## config.mk

```make
export PLATFORM = sky130hd
export DESIGN_NAME = systolic_2x2_feeder
export DESIGN_NICKNAME = d
export VERILOG_FILES = /design/src/rtl/systolic_2x2_feeder.sv
export SDC_FILE = /design/constraint.sdc
export NUM_CORES = 1
export LEC_CHECK = 0
export ABC_AREA = 1
export BUFFER_PORTS_ARGS = -buffer_cell sky130_fd_sc_hd__buf_2
export CORE_MARGIN = 2
export CORE_UTILIZATION = 54
export CTS_CLUSTER_SIZE = 40
export DETAILED_ROUTE_END_ITERATION = 10
export GPL_TIMING_DRIVEN = 0
export PLACE_DENSITY = 0.8
export SYNTH_ARGS = -nofsm -noshare
export SYNTH_HDL_FRONTEND = slang
export SYNTH_SLANG_ARGS = --single-unit
```

## constraint.sdc

```tcl
create_clock -name clk -period 14.6 [get_ports clk]
set_input_delay 1.46 -clock clk [delete_from_list [all_inputs] [get_ports clk]]
set_output_delay 1.46 -clock clk [all_outputs]
set_load 0.02 [all_outputs]
```

## src/rtl/systolic_2x2_feeder.sv

```systemverilog
// systolic_2x2_feeder: takes one 2x2 operand pair and streams the skewed beats plus a flush beat into systolic_2x2.
// Optional FEEDER_BACK2BACK_EN: accept the next pair during the flush beat's gap and chain it without an idle cycle.
`timescale 1ns/1ps
module systolic_2x2_feeder #(
    parameter int DATA_W     = 32,
    parameter int LOAD_W     = 2,
    parameter int GAP_CYCLES = 30
) (
    input  logic              clk,
    input  logic              rst,
    input  logic              in_valid,
    output logic              in_ready,
    input  logic [DATA_W-1:0] a00,
    input  logic [DATA_W-1:0] a01,
    input  logic [DATA_W-1:0] a10,
    input  logic [DATA_W-1:0] a11,
    input  logic [DATA_W-1:0] b00,
    input  logic [DATA_W-1:0] b01,
    input  logic [DATA_W-1:0] b10,
    input  logic [DATA_W-1:0] b11,
    output logic [DATA_W-1:0] mat1_row0,
    output logic [DATA_W-1:0] mat1_row1,
    output logic [DATA_W-1:0] mat2_col0,
    output logic [DATA_W-1:0] mat2_col1,
    output logic              load_in,
    output logic              busy,
    output logic [1:0]        beat_idx,
    output logic              done
);
    // state | meaning
    // IDLE  | waiting for an operand pair, in_ready high
    // LOAD  | load_in high, beat data on the buses
    // GAP   | load_in low, beat data held
    // FIN   | one-cycle done pulse, buses cleared
    typedef enum logic [1:0] {IDLE, LOAD, GAP, FIN} state_t;

    localparam int CNT_MAX = (LOAD_W > GAP_CYCLES) ? LOAD_W : GAP_CYCLES;
    localparam int CNT_W   = (CNT_MAX > 1) ? $clog2(CNT_MAX) : 1;
    localparam logic [CNT_W-1:0] LOAD_LAST = CNT_W'(LOAD_W - 1);
    localparam logic [CNT_W-1:0] GAP_LAST  = CNT_W'(GAP_CYCLES - 1);
    localparam int OP_W = 4 * DATA_W;

    state_t           state;
    logic [CNT_W-1:0] cnt;
    logic [OP_W-1:0]  op_a;
    logic [OP_W-1:0]  op_b;
    logic [OP_W-1:0]  in_a;
    logic [OP_W-1:0]  in_b;

`ifdef FEEDER_BACK2BACK_EN
    logic [OP_W-1:0]  sh_a;
    logic [OP_W-1:0]  sh_b;
    logic             sh_valid;
`endif

    assign in_a = {a11, a10, a01, a00};
    assign in_b = {b11, b10, b01, b00};

    // Returns {row0, row1, col0, col1} for a beat; operands packed {x11, x10, x01, x00}.
    function automatic logic [OP_W-1:0] beat_word(input logic [1:0]      idx,
                                                   input logic [OP_W-1:0] a,
                                                   input logic [OP_W-1:0] b);
        logic [DATA_W-1:0] z;
        z = '0;
        case (idx)
            2'd0:    beat_word = {a[0 +: DATA_W], z, b[0 +: DATA_W], z};
            2'd1:    beat_word = {a[DATA_W +: DATA_W], a[2*DATA_W +: DATA_W],
                                  b[2*DATA_W +: DATA_W], b[DATA_W +: DATA_W]};
            2'd2:    beat_word = {z, a[3*DATA_W +: DATA_W], z, b[3*DATA_W +: DATA_W]};
            default: beat_word = '0;
        endcase
    endfunction

    always_ff @(posedge clk or posedge rst) begin
        if (rst) begin
            state     <= IDLE;
            cnt       <= '0;
            op_a      <= '0;
            op_b      <= '0;
            mat1_row0 <= '0;
            mat1_row1 <= '0;
            mat2_col0 <= '0;
            mat2_col1 <= '0;
            load_in   <= 1'b0;
            busy      <= 1'b0;
            beat_idx  <= 2'd0;
            done      <= 1'b0;
            in_ready  <= 1'b1;
`ifdef FEEDER_BACK2BACK_EN
            sh_a      <= '0;
            sh_b      <= '0;
            sh_valid  <= 1'b0;
`endif
        end else begin
            done <= 1'b0;
            case (state)
                IDLE: begin
                    if (in_valid && in_ready) begin
                        op_a     <= in_a;
                        op_b     <= in_b;
                        {mat1_row0, mat1_row1, mat2_col0, mat2_col1} <= beat_word(2'd0, in_a, in_b);
                        load_in  <= 1'b1;
                        busy     <= 1'b1;
                        beat_idx <= 2'd0;
                        cnt      <= LOAD_LAST;
                        in_ready <= 1'b0;
                        state    <= LOAD;
                    end
                end
                LOAD: begin
                    if (cnt == '0) begin
                        load_in <= 1'b0;
                        cnt     <= GAP_LAST;
                        state   <= GAP;
`ifdef FEEDER_BACK2BACK_EN
                        if (beat_idx == 2'd3) in_ready <= 1'b1;
`endif
                    end else begin
                        cnt <= cnt - CNT_W'(1);
                    end
                end
                GAP: begin
`ifdef FEEDER_BACK2BACK_EN
                    // Flush beat data is all zeros, so the shadow never disturbs the buses.
                    if (in_valid && in_ready) begin
                        sh_a     <= in_a;
                        sh_b     <= in_b;
                        sh_valid <= 1'b1;
                        in_ready <= 1'b0;
                    end
`endif
                    if (cnt == '0) begin
                        if (beat_idx != 2'd3) begin
                            beat_idx <= beat_idx + 2'd1;
                            {mat1_row0, mat1_row1, mat2_col0, mat2_col1} <=
                                beat_word(beat_idx + 2'd1, op_a, op_b);
                            load_in  <= 1'b1;
                            cnt      <= LOAD_LAST;
                            state    <= LOAD;
                        end else begin
                            {mat1_row0, mat1_row1, mat2_col0, mat2_col1} <= '0;
                            done     <= 1'b1;
                            in_ready <= 1'b0;
                            state    <= FIN;
                        end
                    end else begin
                        cnt <= cnt - CNT_W'(1);
                    end
                end
                FIN: begin
`ifdef FEEDER_BACK2BACK_EN
                    if (sh_valid) begin
                        op_a     <= sh_a;
                        op_b     <= sh_b;
                        sh_valid <= 1'b0;
                        {mat1_row0, mat1_row1, mat2_col0, mat2_col1} <= beat_word(2'd0, sh_a, sh_b);
                        load_in  <= 1'b1;
                        beat_idx <= 2'd0;
                        cnt      <= LOAD_LAST;
                        state    <= LOAD;
                    end else begin
                        busy     <= 1'b0;
                        beat_idx <= 2'd0;
                        in_ready <= 1'b1;
                        state    <= IDLE;
                    end
`else
                    busy     <= 1'b0;
                    beat_idx <= 2'd0;
                    in_ready <= 1'b1;
                    state    <= IDLE;
`endif
                end
                default: state <= IDLE;
            endcase
        end
    end
endmodule

```

==> results of run 1 <==
-- placed cells by master, fill, tap and decap left out, types with 40 or more instances in the layout --
master     Yosys  final
nand2_1      481    481
buf_2         44    436
dfrtp_1      396    396
mux2_2       191    191
o21ai_0      134    134
inv_1         86     85
a22oi_1       64     64
clkbuf_1      41     51
o21ai_1       48     48
clkbuf_16      0     45
nor2_1        40     40
-- Yosys cell counts, drive strengths merged --
cell type	instances
o21ai	204
xor2	1
dfstp	1
a22oi	64
nor3	1
nand2	484
buf	71
nor2	43
dfrtp	396
a21oi	34
nand4	2
a22o	32
mux2	191
ha	11
inv	86
clkbuf	42
nand3	8
-- state kept, by name, summed over array words and instances, names as in the netlist --
signal and cells:
beat_idx 2, busy 1, cnt 5, done 1, in_ready 1, load_in 1
mat1_row0 32, mat1_row1 32, mat2_col0 32, mat2_col1 32, op_a 128, op_b 128
state 2
-- metal layers --
layer	part of all wire	GRT usage	wire length, um
met1	0.38	0.374	19600
met2	0.49	0.513	24800
met3	0.086	0.0770	4400
met4	0.044	0.134	2230
met5	0.0011	0	57
-- power by group --
group	internal [uW]	switching, uW
logic	31.6	40.0
registers	1100	0
clock network	724	441
-- kinds of logic (layout without fill, tap and decap cells) --
family                     after synthesis  after routing  share of synthesized area
DFF                                    397            397                      0.575
xor gates and xnor gates                 1              1                   0.000507
muxes                                  191            191                      0.124
buffers and inverters                  199            671                     0.0547
adders and majority gates               11             11                    0.00796
AOI/OAI and AO/OA                      334            334                      0.118
and+or+nand+nor                        538            538                      0.120
other                                    0             13                          0
-- layout make-up --
cell class                 instances  area [um2]
timing repair buffer             394        2020
sequential                       397        9940
tap                              402         503
antenna                           13        32.5
fill                            2438       10200
multi-input combinational       1075        6410
buffer                           113         623
clock inverter                    16         268
clock buffer                      62        1260
inverter                          86         330
-- how the worst max path moves through the flow --
stage,from,to,slack [ns],depth (start not counted)
6_report,in_ready,in_ready,11.88,1
5_1_grt,in_ready,in_ready,11.84,1
4_1_cts,in_ready,in_ready,11.86,1
3_5_place_dp,in_valid,op_b[30],11.39,5
3_3_place_gp,rst,op_a[102],-1.83,2
2_1_floorplan,rst,beat_idx[0],2.10,1
-- per-stage QoR --
step           instance area [um2]  instances  setup WS [ns]
6_report                     21400       2558          11.88
5_1_grt                      21400       2555          11.84
4_1_cts                      21300       2545          11.86
3_5_place_dp                 19800       2467          11.39
3_3_place_gp                 19800       2465          -1.83
2_1_floorplan                17300       1671           2.10
==> results.cfg, run 1 <==
[status]
status = complete, no violations

[finish]
syn2layout_area_growth_pct = 23.6
finalNetCount = 2380
final_core_util = 0.678
drive_gt1_frac = 0.350

[setup_path]
cpPeakStageDelay_ns = 0.55
crit_required_ns = 13.14
crit_family = flip-flops
critPathBufInv = 1
critical_path_class = flip-flop to output port
r2r_cells = 7
cp_slowest_cell = dfstp_2
worstPathCellList = buf_2
reg2reg_from = state[0]
startpoint_type = flip-flop
cp_max_fo = 4
reg2reg_setup_slack_ns = 12.14
cp-end-kind = output port
worstPathArrival_ns = 1.26
r2r_end = op_a[5]

[route]
routed_wirelength_um = 51100
drc_errors = 0
drt-vias-per-instance = 5.52
dr_total_vias = 14100
dr.pass1.iters = 7
wl_per_cell_um = 20.0
drt_iter0_markers = 957
ant_nets = 0

[clocking]
clk_pin_slew_ns = 0.06
cts_buffers = 43
cts_root_buffer = clkbuf_16
htree_levels = 2
cts_tree = done
clk_latency_ns = 0.53
cts_resized = 0
hold_buffers = 0
cts_sinks = 397
post-cts-setup-buffers = 0
cts.path.max_buffers = 3

[place]
gp_congestion = 0.891
dp_hpwl_um = 36900
port_buffers = 392

[synth]
synth_top_cell_area_share = 0.573
synthTopCellsByArea = dfrtp_1, mux2_2, nand2_1
synth_area_um2 = 17300
synthCells = 1671
yosysUniqueCellTypes = 28
synth-seq-area-share = 0.575
avgSynthCellArea_um2 = 10.3
ys_ff_latch = 397
synth_warnings = 0
yosysTopAreaCell = dfrtp_1
syn-num-nets = 1941

[global_route]
track_usage = 0.305
grt_pass1_wl_um = 79100
antenna_found_initial = 15
grt_pass1_vias = 14400
grt_max_degree = 139
grt_overflow_total = 0

[sta]
fin_crit_sh = 0.186
worst_pin_slew_ns = 0.958
period_minus_slack_ns = 2.72
finalSetupTns_ns = 0
rsz0062_at_grt = no
slew_viol_final = 0
hold_ws_ns = 0.478
fmax_mhz = 368
clock_skew_ns = 0.0130
setup_viol = 0
hold_violations = 0
max-slew-margin-rel = 0.361

[min_path]
min_to = mat1_row1[13]
min_from = mat1_row1[13]
hp-class = flip-flop to flip-flop
hold_depth = 2

[flow_run]
maxCapViolations = 0

[die]
core_um2 = 31600
floorplan.rows = 65
die_w_um = 183
die-height_um = 183
start_util = 0.548
pin_count = 393
die_area_um2 = 33500

[power]
leakage_uw = 0.0115
ir_worst_vdd_uv = 120
powerDensity_nw_per_um2 = 109
finalPower_uw = 2340
Power figures use the tool's default switching activity.
==> inputs of run 2 (changes only) <==
==> constraint.sdc (replaced) <==
create_clock -name clk -period 2.65 [get_ports clk]
set_input_delay 0.265 -clock clk [delete_from_list [all_inputs] [get_ports clk]]
set_output_delay 0.265 -clock clk [all_outputs]
set_load 0.02 [all_outputs]
==> results.cfg, run 2 (synthesis gave the netlist of run 1 again) <==
[clocking]
cts_tree = done
cts_sinks = 397
clk_latency_ns = 0.55
post-cts-setup-buffers = 0
htree_levels = 2
cts_buffers = 42
cts.path.max_buffers = 3
cts_root_buffer = clkbuf_16
clk_pin_slew_ns = 0.06

[setup_path]
cp-end-kind = flip-flop
r2r_end = mat2_col0[14]
crit_family = buffers and inverters
critPathBufInv = 4
worstPathArrival_ns = 2.83
reg2reg_setup_slack_ns = 0.26
r2r_cells = 9
critical_path_class = flip-flop to flip-flop
cp_max_fo = 10
startpoint_type = flip-flop
cp_slowest_cell = dfrtp_1
cpPeakStageDelay_ns = 0.43
crit_required_ns = 3.08
reg2reg_from = beat_idx[0]
worstPathCellList = inv_1 > ha_1 > clkbuf_1 > buf_2 > buf_2 > nand2_1 > nand2_1 > a22oi_1 > o21ai_0

[sta]
period_minus_slack_ns = 2.39
fmax_mhz = 418
clock_skew_ns = 0.0268
fin_ws_ns = 0.256
slew_viol_final = 0
hold_violations = 0
rsz0062_at_grt = no
hold_ws_ns = 0.00671
worst_pin_slew_ns = 0.756
setup_viol = 0
finalSetupTns_ns = 0
max-slew-margin-rel = 0.496
fin_crit_sh = 0.903

[die]
pin_count = 393
core_um2 = 31600
die_area_um2 = 33500
floorplan.rows = 65
die_w_um = 183
start_util = 0.548
die-height_um = 183

[min_path]
hp-class = primary input to flip-flop
hold_depth = 2
min_from = b00[13]
min_to = op_b[13]

[place]
place_ws_ns = 0.258
dp_hpwl_um = 37200
port_buffers = 392
gp_congestion = 0.876

[finish]
syn2layout_area_growth_pct = 35.9
finalNetCount = 2594
layout_common_cells = nand2_1, buf_2, dfrtp_1
top_regs = op_a (128), op_b (128)
final_common_cell = nand2_1
drive_gt1_frac = 0.322

[flow_run]
maxCapViolations = 0

[route]
drc_errors = 0
drt-vias-per-instance = 5.76
dr.pass1.iters = 6
routed_wirelength_um = 59700
ant_nets = 0
dr_total_vias = 15900
wl_per_cell_um = 21.6
drt_iter0_markers = 1411

[global_route]
grt_pass1_wl_um = 91400
grt_pass1_vias = 16700
antenna_found_initial = 12
grt_overflow_total = 0
track_usage = 0.354
grt_max_degree = 44

[power]
leakage_uw = 0.0124
powerDensity_nw_per_um2 = 549
ir_worst_vdd_uv = 616

[status]
status = complete, no violations
-- run 2: cell count changes in the layout (fill, tap and decap cells not counted), sizes merged --
cell,change
buf,+9
bufinv,-3
clkbuf,-3
clkinv,+2
clkinvlp,-2
dlygate4sd3,+206
inv,-1
-- run 2: how the worst max path moves through the flow --
stage                      startpoint            end  slack, ns  cells past startpoint
after floorplan                   rst    beat_idx[0]      -2.96                      1
after global placement            rst       op_b[78]      -5.13                      2
after detailed placement          rst       op_b[78]       0.26                      8
after CTS                    state[0]           busy       0.25                      6
after global routing              rst  mat2_col0[16]      0.003                      9
final                     beat_idx[0]  mat2_col0[14]       0.26                      9
-- run 2: area by class of cell --
cell class | instances | area (um2)
flip-flops and latches | 397 | 9940
fillers | 1969 | 8050
multi-input cells | 1075 | 6410
repair buffers | 609 | 4250
clock buffers | 59 | 1240
plain buffers | 113 | 623
well taps | 402 | 503
inverters | 86 | 327
clock inverters | 12 | 188
diodes | 13 | 32.5
-- run 2: per-stage QoR --
| step | instances | total power (uW) | util | cell area, um2 |
|---|---|---|---|---|
| final | 2766 | 12900 | 0.745 | 23500 |
| after global routing | 2763 | 13200 | 0.745 | 23500 |
| after CTS | 2751 | 12900 | 0.743 | 23500 |
| after detailed placement | 2476 | 6610 | 0.633 | 20000 |
| after global placement | 2465 | 6560 | 0.626 | 19800 |
| after floorplan | 1671 | 6310 | - | 17300 |
-- run 2: what timing repair did --
item                      CTS  global route
hold buffers              204             2
resized for setup           0             0
hold endpoints to repair  232             2
-- run 2: power by group --
group	internal (uW)	switching, uW
Combinational	399	307
Clock	3640	2500
Sequential	6060	0
-- run 2: per-layer routing --
layer,vias to the layer above,GRT usage,routed length [um]
met1,7791,0.416,21500
li1,6853,-,-
met3,269,0.0792,5280
met2,1031,0.605,29400
met5,-,0,0
met4,0,0.198,3510
==> inputs of run 3 (changes only) <==
--- a/config.mk
+++ b/config.mk
@@ -8,11 +8,11 @@
 export ABC_AREA = 1
 export BUFFER_PORTS_ARGS = -buffer_cell sky130_fd_sc_hd__buf_2
 export CORE_MARGIN = 2
-export CORE_UTILIZATION = 54
+export CORE_UTILIZATION = 49
 export CTS_CLUSTER_SIZE = 40
 export DETAILED_ROUTE_END_ITERATION = 10
 export GPL_TIMING_DRIVEN = 0
-export PLACE_DENSITY = 0.8
+export PLACE_DENSITY = 0.82
 export SYNTH_ARGS = -nofsm -noshare
 export SYNTH_HDL_FRONTEND = slang
 export SYNTH_SLANG_ARGS = --single-unit
==> constraint.sdc (replaced) <==
create_clock -name clk -period 2.03 [get_ports clk]
set_input_delay 0.203 -clock clk [delete_from_list [all_inputs] [get_ports clk]]
set_output_delay 0.203 -clock clk [all_outputs]
set_load 0.02 [all_outputs]
==> results.cfg, run 3 (synthesis gave the netlist of run 1 again) <==
[global_route]
grt_pass1_wl_um = 96700
grt_pass1_vias = 17400
grt.busiest_layer = met2
grtUsageMet1 = 0.399
grt_use_met3 = 0.0861
antenna_found_initial = 6
track_usage = 0.345
grt_max_degree = 45
grt_overflow_total = 0
met2_usage = 0.586

[clocking]
clk_pin_slew_ns = 0.06
cts_root_buffer = clkbuf_16
cts.path.max_buffers = 3
cts_tree = done
cts_sinks = 397
clk_latency_ns = 0.56
htree_levels = 2
cts_buffers = 42

[finish]
syn2layout_area_growth_pct = 40.6
drive_gt1_frac = 0.336
finalNetCount = 2644
final_core_util = 0.702
layout_common_cells = nand2_1, buf_2, dfrtp_1
fillers = 2213
fin_area_um2 = 24300
final_common_cell = nand2_1
top_regs = op_a (128), op_b (128)

[sta]
fmax_mhz = 509
fin_ws_ns = 0.0671
hold_violations = 0
setup_viol = 0
slew_viol_final = 0
hold_ws_ns = 0.0558
worst_pin_slew_ns = 0.530
rsz0062_at_grt = yes
clock_skew_ns = 0.0237
max-slew-margin-rel = 0.647
fin_crit_sh = 0.967
finalSetupTns_ns = 0
period_minus_slack_ns = 1.96

[route]
ant_nets = 0
routed_wirelength_um = 63400
dr.pass1.iters = 6
drt_iter0_markers = 1468
drc_errors = 0
dr_total_vias = 16400
wl_per_cell_um = 22.1
drt-vias-per-instance = 5.71

[power]
seq_power_share = 0.457
ir_worst_vdd_uv = 746
pwr-share-clk = 0.486
internal_power_uw = 13600
power_switching_uw = 3730
p_sw_frac = 0.216
leakage_uw = 0.0128
combPwrFrac = 0.057
powerDensity_nw_per_um2 = 712

[die]
start_util = 0.499
core_um2 = 34600
die_w_um = 192
die-height_um = 192
die_area_um2 = 36800
pin_count = 393
floorplan.rows = 68

[setup_path]
crit_required_ns = 2.45
reg2reg_from = state[0]
r2r_end = mat1_row0[30]
cp-end-kind = flip-flop
r2r_cells = 11
cp_max_fo = 10
startpoint_type = flip-flop
worstPathArrival_ns = 2.39
reg2reg_setup_slack_ns = 0.07
critical_path_class = flip-flop to flip-flop

[place]
gp_congestion = 0.900
dp_hpwl_um = 38500
port_buffers = 392
place_ws_ns = -0.403
place_area_um2 = 20000

[min_path]
min_to = busy
hold_depth = 4
min_from = in_valid
hp-class = primary input to flip-flop

[status]
status = complete, no violations

[flow_run]
maxCapViolations = 0
==> run 3: cell types whose count changed in the layout (fill, tap and decap cells not counted), sizes merged <==
cell,change
inv,-1
diode,-5
dlygate4sd3,+51
clkinvlp,+2
clkbuf,+8
clkinv,-2
buf,-6
bufinv,+2
==> run 3: layer usage <==
| metal | vias up | share of wire | routed length, um |
|---|---|---|---|
| met3 | 305 | 0.096 | 6100 |
| met4 | 2 | 0.057 | 3640 |
| met2 | 1144 | 0.49 | 31100 |
| met1 | 7962 | 0.36 | 22600 |
| met5 | - | 0.00025 | 16 |
| li1 | 6955 | - | - |
==> run 3: worst max-delay path: stages (launching register included) <==
cell,delay (ns)
dfrtp_1,0.39
inv_2,0.09
ha_1,0.16
buf_6,0.15
nor2_1,0.06
nor2_2,0.14
nand2_2,0.11
buf_12,0.18
buf_8,0.17
buf_6,0.16
nor2_2,0.16
nor2_1,0.07
==> run 3: timing repair <==
item	4_1_cts	5_1_grt
hold endpoints to repair	317	0
setup endpoints to repair	353	277
resized for setup	55	70
hold buffers	257	0
setup buffers	1	0
==> run 3: cell type report <==
cell class	count	area [um2]	share of cell area
plain buffers	112	792	0.0326
flip-flops and latches	397	9940	0.409
clock inverters	13	223	0.00916
multi-input cells	1075	6440	0.265
diodes	8	20.0	0.000823
inverters	86	330	0.0136
clock buffers	62	1270	0.0522
repair buffers	660	4740	0.195
well taps	455	569	0.0234
==> run 3: per-stage QoR <==
| stage | power, uW | cells |
|---|---|---|
| 2_1_floorplan | 8240 | 1671 |
| 3_3_place_gp | 8560 | 2518 |
| 3_5_place_dp | 8610 | 2528 |
| 4_1_cts | 17200 | 2860 |
| 5_1_grt | 17800 | 2865 |
| 6_report | 17300 | 2868 |
==> run 3: worst max-delay path by stage <==
stage	depth (start not counted)	from	end	slack, ns
5_1_grt	7	beat_idx[1]	mat2_col0[4]	-0.06
3_3_place_gp	2	rst	op_b[74]	-5.62
3_5_place_dp	6	state[0]	op_a[3]	-0.40
4_1_cts	9	state[0]	mat2_col1[9]	0.02
2_1_floorplan	1	rst	beat_idx[0]	-3.52
6_report	11	state[0]	mat1_row0[30]	0.07
==> run 3: power by group through the flow <==
stage                     sequential (uW)  combinational (uW)  clock [uW]
after floorplan                      8070                 176           0
after global placement               8070                 488           0
after detailed placement             8060                 552           0
after CTS                            7910                 959        8370
after global routing                 7910                1070        8800
final                                7910                 993        8420
